==> config.mk <==
export PLATFORM = sky130hd
export DESIGN_NAME = vga_timing_controller
export DESIGN_NICKNAME = d
export VERILOG_FILES = /design/src/rtl/vga_pkg.sv /design/src/rtl/vga_pipe_delay.sv /design/src/rtl/vga_timing_controller.sv
export SDC_FILE = /design/constraint.sdc
export NUM_CORES = 1
export LEC_CHECK = 0
export CAP_MARGIN = 20
export CORE_MARGIN = 2
export CORE_UTILIZATION = 56
export CTS_CLUSTER_SIZE = 30
export DETAILED_ROUTE_END_ITERATION = 8
export DONT_BUFFER_PORTS = 1
export GPL_TIMING_DRIVEN = 1
export HOLD_SLACK_MARGIN = 0.05
export PLACE_DENSITY = 0.74
export SYNTH_ARGS = -nofsm -noshare
export SYNTH_HDL_FRONTEND = slang
export SYNTH_SLANG_ARGS = --single-unit
==> constraint.sdc <==
create_clock -name clk -period 1.9 [get_ports clk]
set_input_delay 0.38 -clock clk [delete_from_list [all_inputs] [get_ports clk]]
set_output_delay 0.38 -clock clk [all_outputs]
set_load 0.005 [all_outputs]
==> src/rtl/vga_pkg.sv <==
// Shared VGA timing defaults, the RGB332 pixel type and the colour expansion helpers.
package vga_pkg;

    localparam int H_ACTIVE_DEF = 640;
    localparam int H_FP_DEF     = 16;
    localparam int H_SYNC_DEF   = 96;
    localparam int H_BP_DEF     = 48;
    localparam int V_ACTIVE_DEF = 480;
    localparam int V_FP_DEF     = 10;
    localparam int V_SYNC_DEF   = 2;
    localparam int V_BP_DEF     = 33;
    localparam int CNT_W        = 11;

    typedef struct packed {
        logic [2:0] r;
        logic [2:0] g;
        logic [1:0] b;
    } rgb332_t;

    // Bit replication spreads the short code evenly over the full 8-bit DAC range.
    function automatic logic [7:0] expand3to8(input logic [2:0] c);
        return {c, c, c[2:1]};
    endfunction

    function automatic logic [7:0] expand2to8(input logic [1:0] c);
        return {c, c, c, c};
    endfunction

endpackage

==> src/rtl/vga_pipe_delay.sv <==
// DEPTH x WIDTH shift register with asynchronous clear; DEPTH of 0 is a straight wire.
module vga_pipe_delay #(
    parameter int DEPTH = 1,
    parameter int WIDTH = 1
) (
    input  logic             clk,
    input  logic             reset,
    input  logic [WIDTH-1:0] din,
    output logic [WIDTH-1:0] dout
);

    generate
        if (DEPTH == 0) begin : g_wire
            assign dout = din;
        end else begin : g_sr
            logic [WIDTH-1:0] sr [DEPTH];

            always_ff @(posedge clk or posedge reset) begin
                if (reset) begin
                    for (int i = 0; i < DEPTH; i++) sr[i] <= '0;
                end else begin
                    sr[0] <= din;
                    for (int i = 1; i < DEPTH; i++) sr[i] <= sr[i-1];
                end
            end

            assign dout = sr[DEPTH-1];
        end
    endgenerate

endmodule

==> src/rtl/vga_timing_controller.sv <==
// 640x480@60 raster generator: pixel counters, sync/blank decode and DAC output stage
// delayed to line up with the drawers' registered colour.
module vga_timing_controller
    import vga_pkg::*;
#(
    parameter int   H_ACTIVE     = H_ACTIVE_DEF,
    parameter int   H_FP         = H_FP_DEF,
    parameter int   H_SYNC       = H_SYNC_DEF,
    parameter int   H_BP         = H_BP_DEF,
    parameter int   V_ACTIVE     = V_ACTIVE_DEF,
    parameter int   V_FP         = V_FP_DEF,
    parameter int   V_SYNC       = V_SYNC_DEF,
    parameter int   V_BP         = V_BP_DEF,
    parameter int   DRAW_LATENCY = 1,
    parameter logic SYNC_ACTIVE  = 1'b0
) (
    input  logic             clk,
    input  logic             reset,
    input  logic [7:0]       RGB_in,
    output logic [CNT_W-1:0] pixelX,
    output logic [CNT_W-1:0] pixelY,
    output logic             startOfFrame,
    output logic             oVGA_HS,
    output logic             oVGA_VS,
    output logic             oVGA_BLANK_N,
    output logic [7:0]       oVGA_R,
    output logic [7:0]       oVGA_G,
    output logic [7:0]       oVGA_B
);

    localparam int H_TOTAL = H_ACTIVE + H_FP + H_SYNC + H_BP;
    localparam int V_TOTAL = V_ACTIVE + V_FP + V_SYNC + V_BP;

    localparam logic [CNT_W-1:0] H_MAX      = CNT_W'(H_TOTAL - 1);
    localparam logic [CNT_W-1:0] V_MAX      = CNT_W'(V_TOTAL - 1);
    localparam logic [CNT_W-1:0] H_ACT_C    = CNT_W'(H_ACTIVE);
    localparam logic [CNT_W-1:0] V_ACT_C    = CNT_W'(V_ACTIVE);
    localparam logic [CNT_W-1:0] HS_FIRST   = CNT_W'(H_ACTIVE + H_FP);
    localparam logic [CNT_W-1:0] HS_LAST    = CNT_W'(H_ACTIVE + H_FP + H_SYNC - 1);
    localparam logic [CNT_W-1:0] VS_FIRST   = CNT_W'(V_ACTIVE + V_FP);
    localparam logic [CNT_W-1:0] VS_LAST    = CNT_W'(V_ACTIVE + V_FP + V_SYNC - 1);

    logic    hs0, vs0, vis0;
    logic    hs_d, vs_d, vis_d;
    rgb332_t rgb;

    assign rgb = rgb332_t'(RGB_in);

    always_ff @(posedge clk or posedge reset) begin
        if (reset) begin
            pixelX <= '0;
            pixelY <= '0;
        end else if (pixelX == H_MAX) begin
            pixelX <= '0;
            pixelY <= (pixelY == V_MAX) ? '0 : pixelY + 1'b1;
        end else begin
            pixelX <= pixelX + 1'b1;
        end
    end

    always_comb begin
        hs0  = (pixelX >= HS_FIRST) && (pixelX <= HS_LAST);
        vs0  = (pixelY >= VS_FIRST) && (pixelY <= VS_LAST);
        vis0 = (pixelX < H_ACT_C) && (pixelY < V_ACT_C);
    end

    // Timing flags wait here for as long as the drawers take to return colour.
    vga_pipe_delay #(
        .DEPTH (DRAW_LATENCY),
        .WIDTH (3)
    ) u_align (
        .clk   (clk),
        .reset (reset),
        .din   ({hs0, vs0, vis0}),
        .dout  ({hs_d, vs_d, vis_d})
    );

    always_ff @(posedge clk or posedge reset) begin
        if (reset) begin
            startOfFrame <= 1'b0;
            oVGA_HS      <= ~SYNC_ACTIVE;
            oVGA_VS      <= ~SYNC_ACTIVE;
            oVGA_BLANK_N <= 1'b0;
            oVGA_R       <= '0;
            oVGA_G       <= '0;
            oVGA_B       <= '0;
        end else begin
            startOfFrame <= (pixelX == '0) && (pixelY == V_ACT_C);
            oVGA_HS      <= hs_d ? SYNC_ACTIVE : ~SYNC_ACTIVE;
            oVGA_VS      <= vs_d ? SYNC_ACTIVE : ~SYNC_ACTIVE;
            oVGA_BLANK_N <= vis_d;
            oVGA_R       <= vis_d ? expand3to8(rgb.r) : 8'h00;
            oVGA_G       <= vis_d ? expand3to8(rgb.g) : 8'h00;
            oVGA_B       <= vis_d ? expand2to8(rgb.b) : 8'h00;
        end
    end

endmodule

# Word level (Yosys, flattened, before mapping)
# Index checks and enable logic that the tools add are counted.
[classes]
addsub = 2
magnitude_cmp = 6
eq_ne = 3
n_reduce_logical = 5
muxes = 7
[ops]
columns = ["cell", "n"]
rows = [
  ["2-to-1 mux 8 bit", 3],
  ["adder 11 x 1 -> 11 bit, second input constant", 2],
  ["equality test 11 x 10 -> 1 bit, second input constant", 2],
  ["2-to-1 mux 11 bit", 2],
  ["equality test 11 x 9 -> 1 bit, second input constant", 1],
  [">= comparator 11 x 10 -> 1 bit, second input constant", 1],
  [">= comparator 11 x 9 -> 1 bit, second input constant", 1],
  ["<= comparator 11 x 10 -> 1 bit, second input constant", 1],
  ["<= comparator 11 x 9 -> 1 bit, second input constant", 1],
  ["zero test 11 bit", 1],
  ["< comparator 11 x 10 -> 1 bit, second input constant", 1],
  ["< comparator 11 x 9 -> 1 bit, second input constant", 1],
  ["logical AND 1 bit", 4],
  ["2-to-1 mux 1 bit", 2],
]
[totals]
reg_bits = 53
in_bits = 10
out_inout_bits = 50
elab_cells = 33

# Longest topological paths before layout
[logic_depth]
depth_word = 2
depth_mapped = 6
ltp_nobuf = 6

# Modules after synthesis
# From an unflattened synthesis, not the netlist that was laid out.
[unflattened]
hier_cells = 170
area_unflattened_um2 = 1799.2
[modules_own_cells]
columns = ["module", "area_per_inst_um2", "seq_area_each_um2", "cells_each", "n_inst"]
rows = [
  ["vga_timing_controller", 1720.4, 853.3, 166, 1],
  ["vga_pipe_delay", 78.8, 75.1, 4, 1],
]

# Worst setup path before layout
# OpenSTA, ideal clock, no wires.
[synth_path]
path_kind = "register to register"
from = "register pixelX[5]"
to = "register pixelY[2]"
synth_period_minus_slack_ns = 2.008
setup_ns = 0.126
required_time_ns = 1.774
slack_ns = -0.108
n_path_buf = 1
path_stages_with_launch = 5
t_arrival_ns = 1.882
path_cell_list = "dfrtp_1 > or4_4 > or3_1 > buf_6 > a221o_2"
[synth_between]
elab_chain_cells = 1
[synth_lines]
columns = ["item", "line_no", "source"]
rows = [
  ["from (decl)", "vga_timing_controller.sv:20", "output logic [CNT_W-1:0] pixelX,"],
  ["from (signal assigned)", "vga_timing_controller.sv:57", "pixelX <= pixelX + 1'b1;"],
  ["equality test 11 x 10 -> 1 bit", "vga_timing_controller.sv:53", "end else if (pixelX == H_MAX) begin"],
  ["to (signal assigned)", "vga_timing_controller.sv:55", "pixelY <= (pixelY == V_MAX) ? '0 : pixelY + 1'b1;"],
  ["to (decl)", "vga_timing_controller.sv:21", "output logic [CNT_W-1:0] pixelY,"],
]
# No other way between the ends.
# A chain may end at the register's enable or synchronous reset.

# Final worst setup path
[layout_path]
from = "register pixelX[7]"
to = "register pixelY[3]"
# The elaborated chain is that of the path after synthesis.

==> flow_summary.ini <==
[power_and_ir_drop]
power-per-cell-area_nw_per_um2 = 711
finalPower_mw = 1.40
vdd_drop_max_uv = 397
cellLeakagePower_nw = 0.905

[worst_setup_path]
crit_chain = or4_4, or3_4, or3_1, nand3_1
setup.worst_path.start = pixelX[7]$_DFF_PP0_
reg2reg_depth = 4
startpoint_type = register
cpPeakStageDelay_ns = 0.57
crit_required_ns = 2.18
critPathBufInv = 0
crit_family = simple AND/OR/NAND/NOR gates
endpoint_kind = register
arrival_ns = 2.15
cp_max_fo = 10
slowest_stage = or4_4
critPathKind = register to register
cp_num_cells = 4
rr_startpoint = pixelX[7]$_DFF_PP0_

[worst_hold_path]
hold_path.class = input port to register
worstHoldStart = RGB_in[7]
min_delay_path_depth = 1

[global_route]
busiest_layer = met2
grt_use_met1_pct = 24.1
grt_max_degree = 20
grt_pass1_vias = 1251
antenna_found_initial = 0
overflow = 0
globalRouteTotalUtil_pct = 20.3
grt.met2_usage_pct = 33.2
grtUsageMet3_pct = 5.76
grt_pass1_wl_um = 5510

[timing]
drv_slew = 0
worst_pin_slew_ns = 0.370
relSlewSlack_pct = 75.2
setup_tns_ns = 0
finalSetupViolCount = 0
skew_ns = 0.0101
fin_ws_ns = 0.0219
timing.fmax_mhz = 532
report.final.hold_viol_count = 0
rsz0062_at_grt = yes
finalCritPeriodShare_pct = 98.8
post-route-min-period_ns = 1.88

[final_layout]
final_cell_mix = dfrtp_1 (35), buf_4 (22), nand3_1 (14)
layout.area.seq_um2 = 928
fin_nets = 194
syn_to_final_growth_pct = 9.41
multi_input_area_um2 = 687
stdcell_count = 224
fill_cells = 259
post-route-cell-area_um2 = 1960
diodes = 0
final_common_cell = dfrtp_1
drive_gt1_share_pct = 22.8

[placed_design]
io_buffers = 0
place_congestion = 0.813
dpl_worst_slack_ns = -0.0259
place_inst = 214
dpl_cell_area_um2 = 1850
place_hpwl_um = 2410

[route]
wl_per_cell_um = 15.0
drt_pass1_iterations = 4
wirelength_um = 3360
ant_nets = 0
drt-initial-drc-count = 80
drcViolationCount = 0
vias_per_cell = 5.60
route.vias.total = 1255

[yosys]
synth.avg_cell_area_um2 = 10.6
syn_nets = 184
yosysUniqueCellTypes = 32
syn_inst = 169
ys_ff_latch = 37
syn_area_um2 = 1800
yosys_warnings = 0
synth_seq_area_share_pct = 51.7

[clock_network]
cts_max_level = 2
clock-sinks = 37
path_clk_slew_ns = 0.11
insertion_delay_ns = 0.34
cts_tree = done
clock_path_buffers = 2
clockRootBuffer = clkbuf_4
cts_buffers = 5

[floorplan]
dieArea_um2 = 3680
rows = 20
ios = 60
die_h_um = 60.6
start_util_pct = 58.8
dieWidth_um = 60.6
coreArea_um2 = 3050

[run]
drv_cap = 0

[status]
status = finished clean
-- cells in the mapped netlist, drive strengths merged --
cell type	n	share of area (%)
a21oi	3	0.84
nor4	5	1.7
o41ai	1	0.49
dfstp	2	2.9
buf	20	8.8
nor3	6	2.5
inv	9	1.9
o21ai	7	2.0
o22ai	1	0.35
and4	2	0.98
or4	1	0.63
nand4b	1	0.49
and2	9	3.2
a221o	1	0.63
nand4	6	2.1
nor3b	1	0.42
and3	3	1.1
nor2b	1	0.35
nor4bb	2	1.1
dfrtp	35	49
nand2	7	1.5
nand3	14	3.9
xnor2	4	2.0
or3	4	1.5
ha	5	3.5
xor2	9	4.4
nor2	10	2.1
-- worst paths after layout --
check / end / slack [ns]
setup / recovery: pixelY[3]$_DFFE_PP0N_ / 0.02
min in group asynchronous: pixelX[8]$_DFF_PP0_ / 0.51
hold reg to reg: oVGA_VS$_DFF_PP1_ / 0.36
setup reg to reg: pixelY[3]$_DFFE_PP0N_ / 0.02
max in group asynchronous: oVGA_VS$_DFF_PP1_ / 1.14
hold / removal: oVGA_R[4]$_DFF_PP0_ / 0.17
-- registers in the layout, indices dropped and copies added (netlist names) --
register / flops
oVGA_B: 2
oVGA_BLANK_N: 1
oVGA_G: 3
oVGA_HS: 1
oVGA_R: 3
oVGA_VS: 1
pixelX: 11
pixelY: 11
startOfFrame: 1
u_align.dout: 3
-- routing by layer --
metal	part of all wire, %	vias to the layer above
li1	-	589
met1	42	606
met2	49	49
met3	7.2	11
met4	2.1	0
met5	0	-
-- cell type report --
cell class | instances | share of cell area, %
sequential | 37 | 47.3
multi-input combinational | 103 | 35.0
clock buffer | 7 | 2.80
inverter | 9 | 1.72
timing repair buffer | 23 | 8.92
tap | 44 | 2.80
clock inverter | 1 | 1.53
-- where the power goes --
group / leakage (nW) / internal, mW / switching, mW
combinational: 0.392 / 0.00867 / 0.0170
sequential: 0.467 / 0.796 / 0.0113
clock: 0.0455 / 0.314 / 0.250
total: 0.905 / 1.12 / 0.279
-- cells by family (layout without fill, tap and decap cells) --
| group | count (synthesis) | count (layout) | synth area share [%] |
|---|---|---|---|
| compound gates | 13 | 13 | 4.25 |
| xor+xnor | 13 | 13 | 6.34 |
| fa+ha+maj | 5 | 5 | 3.48 |
| buf+inv | 29 | 40 | 10.7 |
| flops | 37 | 37 | 51.7 |
| simple gates | 72 | 72 | 23.6 |
-- worst register-to-register path, cell delays in order (launching register included) --
cell and delay (ns):
dfrtp_1 0.39, or4_4 0.57, or3_4 0.42, or3_1 0.34, nand3_1 0.09
-- stage by stage --
stage	utilization (%)	hold WS (ns)
CTS	64.1	0.167
global route	64.3	0.143
detailed placement	60.6	0.320
floorplan	-	0.337
global placement	60.6	0.324
finish	64.3	0.169
-- repair_timing --
item / in CTS / in global routing
pin swaps: 1 / 2
hold buffers: 1 / 0
gates resized for setup: 2 / 0
hold endpoints to repair: 35 / 0
setup buffers: 1 / 1
setup endpoints to repair: 5 / 4
Power figures use the tool's default switching activity.
